**config.mk**
```make
export PLATFORM = sky130hd
export DESIGN_NAME = output_bank_drainer_flat
export DESIGN_NICKNAME = d
export VERILOG_FILES = /design/src/rtl/mem_drain_pkg.sv /design/src/rtl/output_bank_drainer_if.sv /design/src/rtl/drain_fifo.sv /design/src/rtl/output_bank_drainer.sv /design/src/flat_wrapper.sv
export SDC_FILE = /design/constraint.sdc
export NUM_CORES = 1
export LEC_CHECK = 0
export CAP_MARGIN = 10
export CORE_MARGIN = 4
export CORE_UTILIZATION = 30
export DETAILED_ROUTE_END_ITERATION = 12
export GPL_ROUTABILITY_DRIVEN = 0
export GPL_TIMING_DRIVEN = 0
export HOLD_SLACK_MARGIN = 0.1
export PLACE_DENSITY = 0.54
export SYNTH_ARGS = -nofsm -noshare
export SYNTH_HDL_FRONTEND = slang
export SYNTH_HIERARCHICAL = 1
export SYNTH_SLANG_ARGS = --single-unit
```
**constraint.sdc**
```tcl
create_clock -name clk -period 4.3 [get_ports clk]
set_input_delay 0.86 -clock clk [delete_from_list [all_inputs] [get_ports clk]]
set_output_delay 0.86 -clock clk [all_outputs]
set_load 0.02 [all_outputs]
```
**src/rtl/mem_drain_pkg.sv**
```systemverilog
// Shared types and sizing helpers for the output bank drainer.
package mem_drain_pkg;

    typedef enum logic [1:0] {
        IDLE,
        RUN,
        FLUSH,
        DONE
    } state_t;

    // Width needed to hold an occupancy count from 0 to depth inclusive.
    function automatic int cnt_bits(input int depth);
        return $clog2(depth) + 1;
    endfunction

endpackage

```
**src/rtl/output_bank_drainer_if.sv**
```systemverilog
// Valid/ready word stream leaving the drainer.
interface output_bank_drainer_if #(
    parameter int WIDTH = 32
);
    logic             m_valid_out;
    logic             m_ready_in;
    logic [WIDTH-1:0] m_data_out;
    logic             m_last_out;

    modport master (output m_valid_out, output m_data_out, output m_last_out, input m_ready_in);
    modport slave  (input m_valid_out, input m_data_out, input m_last_out, output m_ready_in);
endinterface

```
**src/rtl/drain_fifo.sv**
```systemverilog
// Small synchronous FIFO with occupancy count; pointers clear asynchronously.
module drain_fifo
    import mem_drain_pkg::*;
#(
    parameter int WIDTH = 32,
    parameter int DEPTH = 4
) (
    input  logic                        clk,
    input  logic                        rstn,
    input  logic                        push,
    input  logic [WIDTH-1:0]            wdata,
    input  logic                        pop,
    output logic [WIDTH-1:0]            rdata,
    output logic [cnt_bits(DEPTH)-1:0]  count
);
    localparam int AW = $clog2(DEPTH);
    localparam int CW = cnt_bits(DEPTH);

    logic [WIDTH-1:0] mem [DEPTH];
    logic [AW-1:0]    wr_ptr;
    logic [AW-1:0]    rd_ptr;

    // NOTE: storage has no reset; only pointers and count are cleared, and
    // the consumer gates the head word with a non-empty count.
    always_ff @(posedge clk) begin
        if (push) mem[wr_ptr] <= wdata;
    end

    always_ff @(posedge clk or negedge rstn) begin
        if (!rstn) begin
            wr_ptr <= '0;
            rd_ptr <= '0;
            count  <= '0;
        end else begin
            if (push) wr_ptr <= wr_ptr + AW'(1);
            if (pop)  rd_ptr <= rd_ptr + AW'(1);
            count <= count + CW'(push) - CW'(pop);
        end
    end

    assign rdata = mem[rd_ptr];
endmodule

```
**src/rtl/output_bank_drainer.sv**
```systemverilog
// Sweeps an address range through a one-cycle-latency read port and streams the words out in order.
module output_bank_drainer
    import mem_drain_pkg::*;
#(
    parameter int RAM_WIDTH     = 32,
    parameter int RAM_ADDR_BITS = 10,
    parameter int FIFO_DEPTH    = 4
) (
    input  logic                     clk,
    input  logic                     rstn,
    input  logic                     start_in,
    input  logic [RAM_ADDR_BITS-1:0] base_addr_in,
    input  logic [RAM_ADDR_BITS:0]   count_in,
    output logic                     busy_out,
    output logic                     done_out,
    output logic [RAM_ADDR_BITS-1:0] mem_raddr_out,
    input  logic                     mem_we_in,
    input  logic [RAM_WIDTH-1:0]     mem_rdata_in,
    output_bank_drainer_if.master    m
);
    localparam int CW = cnt_bits(FIFO_DEPTH);
    localparam int NW = RAM_ADDR_BITS + 1;

    state_t                 state;
    logic [NW-1:0]          to_issue;
    logic [NW-1:0]          to_send;
    logic                   inflight;
    logic [CW-1:0]          fifo_count;
    logic [RAM_WIDTH-1:0]   fifo_head;
    logic [CW:0]            used;
    logic                   issue;
    logic                   capture;
    logic                   valid;
    logic                   pop;
    logic                   last;

    // Buffered words plus the one returning from the read port bound new issues.
    assign used    = {1'b0, fifo_count} + (CW+1)'(inflight);
    assign issue   = (state == RUN) && (used < (CW+1)'(FIFO_DEPTH));
    assign capture = issue && !mem_we_in;

    assign valid = (fifo_count != '0);
    assign pop   = valid && m.m_ready_in;
    assign last  = valid && (to_send == NW'(1));

    assign m.m_valid_out = valid;
    assign m.m_data_out  = valid ? fifo_head : '0;
    assign m.m_last_out  = last;

    drain_fifo #(.WIDTH(RAM_WIDTH), .DEPTH(FIFO_DEPTH)) u_fifo (
        .clk   (clk),
        .rstn  (rstn),
        .push  (inflight),
        .wdata (mem_rdata_in),
        .pop   (pop),
        .rdata (fifo_head),
        .count (fifo_count)
    );

    // NOTE: all state here is sequential and uses non-blocking assignments.
    always_ff @(posedge clk or negedge rstn) begin
        if (!rstn) begin
            state         <= IDLE;
            busy_out      <= 1'b0;
            done_out      <= 1'b0;
            mem_raddr_out <= '0;
            to_issue      <= '0;
            to_send       <= '0;
            inflight      <= 1'b0;
        end else begin
            done_out <= 1'b0;
            inflight <= capture;
            if (pop) to_send <= to_send - NW'(1);
            case (state)
                IDLE: begin
                    if (start_in) begin
                        busy_out      <= 1'b1;
                        mem_raddr_out <= base_addr_in;
                        to_issue      <= count_in;
                        to_send       <= count_in;
                        if (count_in == '0) begin
                            state    <= DONE;
                            done_out <= 1'b1;
                        end else begin
                            state <= RUN;
                        end
                    end
                end
                RUN: begin
                    // A lost read keeps the address so the same word is retried next cycle.
                    if (capture) begin
                        mem_raddr_out <= mem_raddr_out + RAM_ADDR_BITS'(1);
                        to_issue      <= to_issue - NW'(1);
                        if (to_issue == NW'(1)) state <= FLUSH;
                    end
                end
                FLUSH: begin
                    if (pop && last) begin
                        state    <= DONE;
                        done_out <= 1'b1;
                    end
                end
                DONE: begin
                    state    <= IDLE;
                    busy_out <= 1'b0;
                end
            endcase
        end
    end
endmodule

```
**src/flat_wrapper.sv**
```systemverilog
// flat-port wrapper written by rule: the top's interface ports become plain ports
module output_bank_drainer_flat import mem_drain_pkg::*;
#(
    parameter int RAM_WIDTH     = 32,
    parameter int RAM_ADDR_BITS = 10,
    parameter int FIFO_DEPTH    = 4
)
  (clk, rstn, start_in, base_addr_in, count_in, busy_out, done_out, mem_raddr_out, mem_we_in, mem_rdata_in, m_m_valid_out, m_m_data_out, m_m_last_out, m_m_ready_in);
  output_bank_drainer_if #(.WIDTH(32)) m_i ();
  input  logic clk;
  input  logic rstn;
  input  logic start_in;
  input  logic [RAM_ADDR_BITS-1:0] base_addr_in;
  input  logic [RAM_ADDR_BITS:0] count_in;
  output logic busy_out;
  output logic done_out;
  output logic [RAM_ADDR_BITS-1:0] mem_raddr_out;
  input  logic mem_we_in;
  input  logic [RAM_WIDTH-1:0] mem_rdata_in;
  output wire logic [$bits(m_i.m_valid_out)-1:0] m_m_valid_out;
  output wire logic [$bits(m_i.m_data_out)-1:0] m_m_data_out;
  output wire logic [$bits(m_i.m_last_out)-1:0] m_m_last_out;
  input wire logic [$bits(m_i.m_ready_in)-1:0] m_m_ready_in;
  assign m_m_valid_out = m_i.m_valid_out;
  assign m_m_data_out = m_i.m_data_out;
  assign m_m_last_out = m_i.m_last_out;
  assign m_i.m_ready_in = m_m_ready_in;
  output_bank_drainer #(.RAM_WIDTH(RAM_WIDTH), .RAM_ADDR_BITS(RAM_ADDR_BITS), .FIFO_DEPTH(FIFO_DEPTH)) u_core (.clk(clk), .rstn(rstn), .start_in(start_in), .base_addr_in(base_addr_in), .count_in(count_in), .busy_out(busy_out), .done_out(done_out), .mem_raddr_out(mem_raddr_out), .mem_we_in(mem_we_in), .mem_rdata_in(mem_rdata_in), .m(m_i));
endmodule
```
# Word-level counts from Yosys, hierarchy flattened
# Memories as Yosys holds them, arrays and structs flattened.
# Index checks and enable logic that the tools add are counted.
# W data, S select, Z words.
[classes] n_addsub=8 n_mul=0 n_div=0 magnitude_cmp=1 eq_ne=9 n_shift=0 mux=24 bitwise_logic=0 reduce_logical=14
[ops] op="$mux W11" count=5
[ops] op="$mux W32" count=1
[ops] op="$eq A11 B1 Y1 const B" count=2
[ops] op="$pmux W11 S2" count=1
[ops] op="$sub A11 B1 Y11 const B" count=2
[ops] op="$mux W10" count=2
[ops] op="$pmux W10 S2" count=1
[ops] op="$logic_not A11 Y1" count=1
[ops] op="$add A10 B1 Y10 const B" count=1
[ops] op="$mux W2" count=5
[ops] op="$pmux W2 S4" count=1
[ops] op="$mux W1" count=6
[ops] op="$logic_and A1 B1 Y1" count=5
[ops] op="$add A2 B1 Y2 const B" count=2
[ops] op="$add A3 B1 Y4" count=1
[ops] op="$eq A2 B2 Y1 const B" count=2
[ops] op="$lt A4 B3 Y1 const B" count=1
[ops] op="$ne A2 B1 Y1 const B" count=2
[ops] op="$ne A2 B2 Y1 const B" count=2
[ops] op="$pmux W1 S2" count=2
[ops] op="$reduce_and A4 Y1" count=1
[ops] op="$reduce_bool A2 Y1" count=2
[ops] op="$add A3 B1 Y3" count=1
[ops] op="$reduce_and A3 Y1" count=1
[ops] op="6 further kinds" count=6
[totals] register_bits=44 latch_bits=0 ram_bits=128 mem_bits_ro=0 input_bits=58 memories=1
[memory_table] name="u_core.u_fifo.mem" depth=4 width=32 read_ports=1 rd_clocked_by_memory_dff=0 write_ports=1 line="drain_fifo.sv:19" text="logic [WIDTH-1:0] mem [DEPTH];"

# Longest topological paths before layout
[depth] word_depth=6 depth_mapped=9

# By module
# Netlist, hierarchy kept.
[by_module_without_submodules] module="drain_fifo" n_inst=1 cells_each=200 area_per_inst_um2=5043.6 seq_area_each_um2=4018.9
[by_module_without_submodules] module="output_bank_drainer" n_inst=1 cells_each=316 area_per_inst_um2=2581.2 seq_area_each_um2=925.9

# Worst setup path before layout
# Ideal clock, no wire load.
[synth_timing] path_kind="input-to-reg" startpoint="input port m_m_ready_in" endpoint="register u_core.u_fifo.count[2]" setup_ns=0.123 arrival_ns=2.302 t_required_ns=4.177 slack_ns=1.875 stages=8 n_path_buf=0 cell_sequence="o31ai_1 > inv_1 > ha_1 > inv_1 > ha_1 > fa_1 > xnor2_1 > xnor2_1"
[synth_via] elab_chain_cells=2
[synth_lines] element="start, declared" line="flat_wrapper.sv:23" text="input wire logic [$bits(m_i.m_ready_in)-1:0] m_m_ready_in;"
[synth_lines] element="$logic_and A1 B1 Y1" line="output_bank_drainer.sv:43" text="assign pop = valid && m.m_ready_in;"
[synth_lines] element="named net u_core.pop" line="output_bank_drainer.sv:34" text="logic pop;"
[synth_lines] element="$sub A3 B1 Y3" line="drain_fifo.sv:37" text="count <= count + CW'(push) - CW'(pop);"
[synth_lines] element="end signal, assigned" line="drain_fifo.sv:37"
[synth_lines] element="end, declared" line="drain_fifo.sv:14" text="output logic [cnt_bits(DEPTH)-1:0] count"
# The timed path passes the listed nets, and every way through them passes these cells.
# A chain may end at the register's enable or synchronous reset.

# Worst setup path after layout
[layout_timing] startpoint="register u_core.u_fifo.count[2]" endpoint="output port m_m_data_out[25]"
[layout_via] elab_chain_cells=2
[layout_lines] element="$reduce_bool A3 Y1" line="output_bank_drainer.sv:42" text="assign valid = (fifo_count != '0);"
[layout_lines] element="$mux W32" line="output_bank_drainer.sv:47" text="assign m.m_data_out = valid ? fifo_head : '0;"
[layout_lines] element="end, declared" line="flat_wrapper.sv:21" text="output wire logic [$bits(m_i.m_data_out)-1:0] m_m_data_out;"
# Every way passes these cells.

==> impl_metrics.tcl <==
set metrics [dict create \
    outcome "finished clean" \
    hold_buffers 0 \
    avgViaCountPerCell 4.79 \
    clkLatencyLatePin_ps 420 \
    totalWireLength_um 17000 \
    critPathMaxStageDelay_ps 650 \
    ir_worst_vdd_uv 352 \
    yosys_warnings 6 \
    grt_pass1_wl_um 27000 \
    grt_use_total_pct 12.3 \
    placed_cells 954 \
    syn-cell-area_sq_mm 0.00762 \
    fin_setup_tns_ps 0 \
    cts_made_buffers 17 \
    worstReg2RegStart "u_core/u_fifo/count[0]" \
    fin_cells 987 \
    startpoint_type "flip-flop" \
    synth_common_cells "128 x edfxtp_1, 44 x dfrtp_1, 38 x and2_1" \
    ios 104 \
    path_cells "or3_1 -> clkbuf_1 -> clkbuf_1 -> and2_1 -> clkdlybuf4s50_1" \
    slowest_stage "clkdlybuf4s50_1" \
    ant_nets 0 \
    layout_setup_ws_ps 821 \
    antenna_found_initial 1 \
    grt_start_max_net_pins 32 \
    synth_area_leader_cell "edfxtp_1" \
    vias 4732 \
    startpoint "u_core/u_fifo/count[2]" \
    r2r_setup_slack_ps 1780 \
    drt_iter0_drc 278 \
    cp.arrival_ps 2620 \
    critical_path_peak_fanout 10 \
    initial_core_util_pct 30.4 \
    grt_pass1_vias 4950 \
    fin_crit_ps 3480 \
    place_ws_ps 1190 \
    p_per_area_mw_per_mm2 668 \
    drcViolationCount 0 \
    synth.net_count 590 \
    syn_avg_cell_area_sq_um 14.8 \
    post_cts_buffers 0 \
    synth_edf_count 128 \
    max_freq_ghz 0.287 \
    min-delay-path-class "primary input to async pin" \
    area_delta_synth_final_pct 28.7 \
    syn_inst 516 \
    finalCritPeriodShare_pct 80.9 \
    clock_sinks 172 \
    clk_pin_slew_ps 70 \
    rsz0062_at_grt "no" \
    synth_seq_cells 172 \
    nFillCells 2373 \
    core_sq_mm 0.0251 \
    rows 58 \
    slew_headroom_pct 60.3 \
    maxSlewViolCount 0 \
    seqCellArea_sq_mm 0.00494 \
    h-tree-depth 4 \
    grt_overflow 0 \
    synth_top_area_share_pct 50.4 \
    design.die.area_sq_mm 0.0280 \
    crit_end "m_m_data_out[25]" \
    nNetsFinal 717 \
    final_area_sq_mm 0.00981 \
    synthTopCellsByArea "edfxtp_1 50%, dfrtp_1 14%, mux4_2 8.3%, and2_1 3.1%, ha_1 2.5%" \
    port-buffer-count 103 \
    ys.flop_type "edfxtp_1" \
    tritoncts "yes" \
    cts.repair.resized 0 \
    multi_input_area_sq_mm 0.00245 \
    cap_violations 0 \
    synth.most_common_cell "edfxtp_1" \
    critPathCaptureType "primary output" \
    ys_seq_area_share_pct 64.9 \
    crit_top_cell "clkbuf_1" \
    dr.pass1.iters 4 \
    synth-async-reset-ratio_pct 25.6 \
    routedWlPerCell_um 17.2 \
    p_leak_uw 0.00344 \
    cts_buffer_depth 2 \
    die_h_um 167 \
    dpl.hpwl_um 12000 \
    crit_required_ps 3440 \
    skew_ps 13.5 \
    drive_gt1_share_pct 12.8 \
    hold_viol_final 0 \
    total_power_uw 6550 \
    rr_endpoint "u_core/u_fifo/count[2]" \
    crit_type "flip-flop to primary output" \
    place_area_sq_mm 0.00919 \
    setup_viol 0 \
    r2r_cells 8 \
    cts_root_buf "clkbuf_16" \
    synth_cell_types 50 \
    tightest_slew_ps 590 \
    die_x_um 167 \
]
==> layer usage <==
layer  share of wire, %  up-vias  global-route usage, %
li1                   -     2236                      -
met1                 44     2344                   15.6
met2                 49      133                   20.3
met3                4.9       17                   4.08
met4                1.2        2                   3.42
met5              0.077        -                      0
==> critical path: cells and delay by family (launching register included) <==
family                 cells  cell delay, ps
buffers and inverters      3            1470
DFF                        1             420
and+or+nand+nor            2             310
==> how the worst min path moves through the flow <==
stage / slack [ps] / depth (start not counted) / end
2_1_floorplan: 490 / 1 / u_core/u_fifo/wr_ptr[0]
3_3_place_gp: 510 / 1 / u_core/u_fifo/wr_ptr[0]
3_5_place_dp: 520 / 1 / u_core/u_fifo/wr_ptr[0]
4_1_cts: 400 / 1 / u_core/to_issue[6]
5_1_grt: 420 / 1 / u_core/mem_raddr_out[9]
6_report: 410 / 1 / u_core/to_issue[6]
==> power by group <==
group | internal, uW | switching [uW] | total [uW] | leakage [uW]
Sequential | 2040 | 234 | 2280 | 0.00167
Combinational | 1310 | 1380 | 2700 | 0.00147
Clock | 891 | 684 | 1570 | 0.000305
Total | 4250 | 2300 | 6550 | 0.00344
==> area by class of cell <==
| class | instances | share of cell area, % |
|---|---|---|
| tap | 330 | 4.21 |
| multi-input combinational | 297 | 24.9 |
| sequential | 172 | 50.4 |
| antenna | 1 | 0.0255 |
| buffer | 27 | 1.66 |
| inverter | 20 | 0.765 |
| clock buffer | 17 | 4.34 |
| timing repair buffer | 108 | 11.7 |
| clock inverter | 15 | 1.95 |
==> logic make-up (layout without fill, tap and decap cells) <==
| logic type | after synthesis | count (layout) | synth area share [%] |
|---|---|---|---|
| other | 0 | 1 | 0 |
| multiplexers | 41 | 41 | 10.8 |
| XOR/XNOR | 15 | 15 | 1.72 |
| adder cells (fa/ha/maj) | 16 | 16 | 2.72 |
| buffers and inverters | 47 | 187 | 3.12 |
| flip-flops | 172 | 172 | 64.9 |
| AND/OR/NAND/NOR | 153 | 153 | 10.7 |
| AO/OA/AOI/OAI | 72 | 72 | 6.06 |
==> metrics by stage <==
step,hold slack (ps),util (%)
after global placement,506,36.1
after detailed placement,525,36.6
final,409,39.1
after CTS,402,39.1
after global routing,418,39.1
after floorplan,494,-
==> flip-flops by register name, indices dropped and copies added, names as in the netlist <==
register / flops
u_core/to_issue: 11
u_core/done_out: 1
u_core/u_fifo/rd_ptr: 2
u_core/u_fifo/wr_ptr: 2
u_core/u_fifo/count: 3
u_core/state: 2
u_core/to_send: 11
u_core/u_fifo/mem: 128
u_core/inflight: 1
u_core/busy_out: 1
u_core/mem_raddr_out: 10
==> placed cells by master, fill, tap and decap left out, types with 3 or more instances in the layout <==
cell type / netlist / layout
a31oi_1: 3 / 3
a2bb2oi_1: 4 / 4
xnor2_1: 11 / 11
nand4_1: 6 / 6
and2_2: 0 / 4
buf_16: 0 / 3
nor3_1: 9 / 9
mux2i_1: 9 / 9
or4_1: 3 / 3
o22ai_1: 8 / 8
ha_1: 15 / 15
inv_6: 0 / 4
clkbuf_16: 0 / 17
clkbuf_1: 17 / 17
nand2_1: 28 / 28
buf_12: 3 / 5
edfxtp_1: 128 / 128
xor2_1: 4 / 4
inv_1: 20 / 20
nor2_1: 23 / 23
buf_2: 4 / 5
a21oi_1: 21 / 21
nor4_1: 6 / 6
o31ai_1: 3 / 3
a32oi_1: 3 / 3
inv_8: 0 / 6
and2_1: 38 / 34
and3_1: 3 / 3
nand3_1: 24 / 24
mux4_2: 28 / 28
clkdlybuf4s50_1: 0 / 102
o21ai_0: 16 / 16
mux4_1: 4 / 4
nor2b_1: 3 / 3
dfrtp_1: 44 / 44
(Power assumes the default switching activity.)
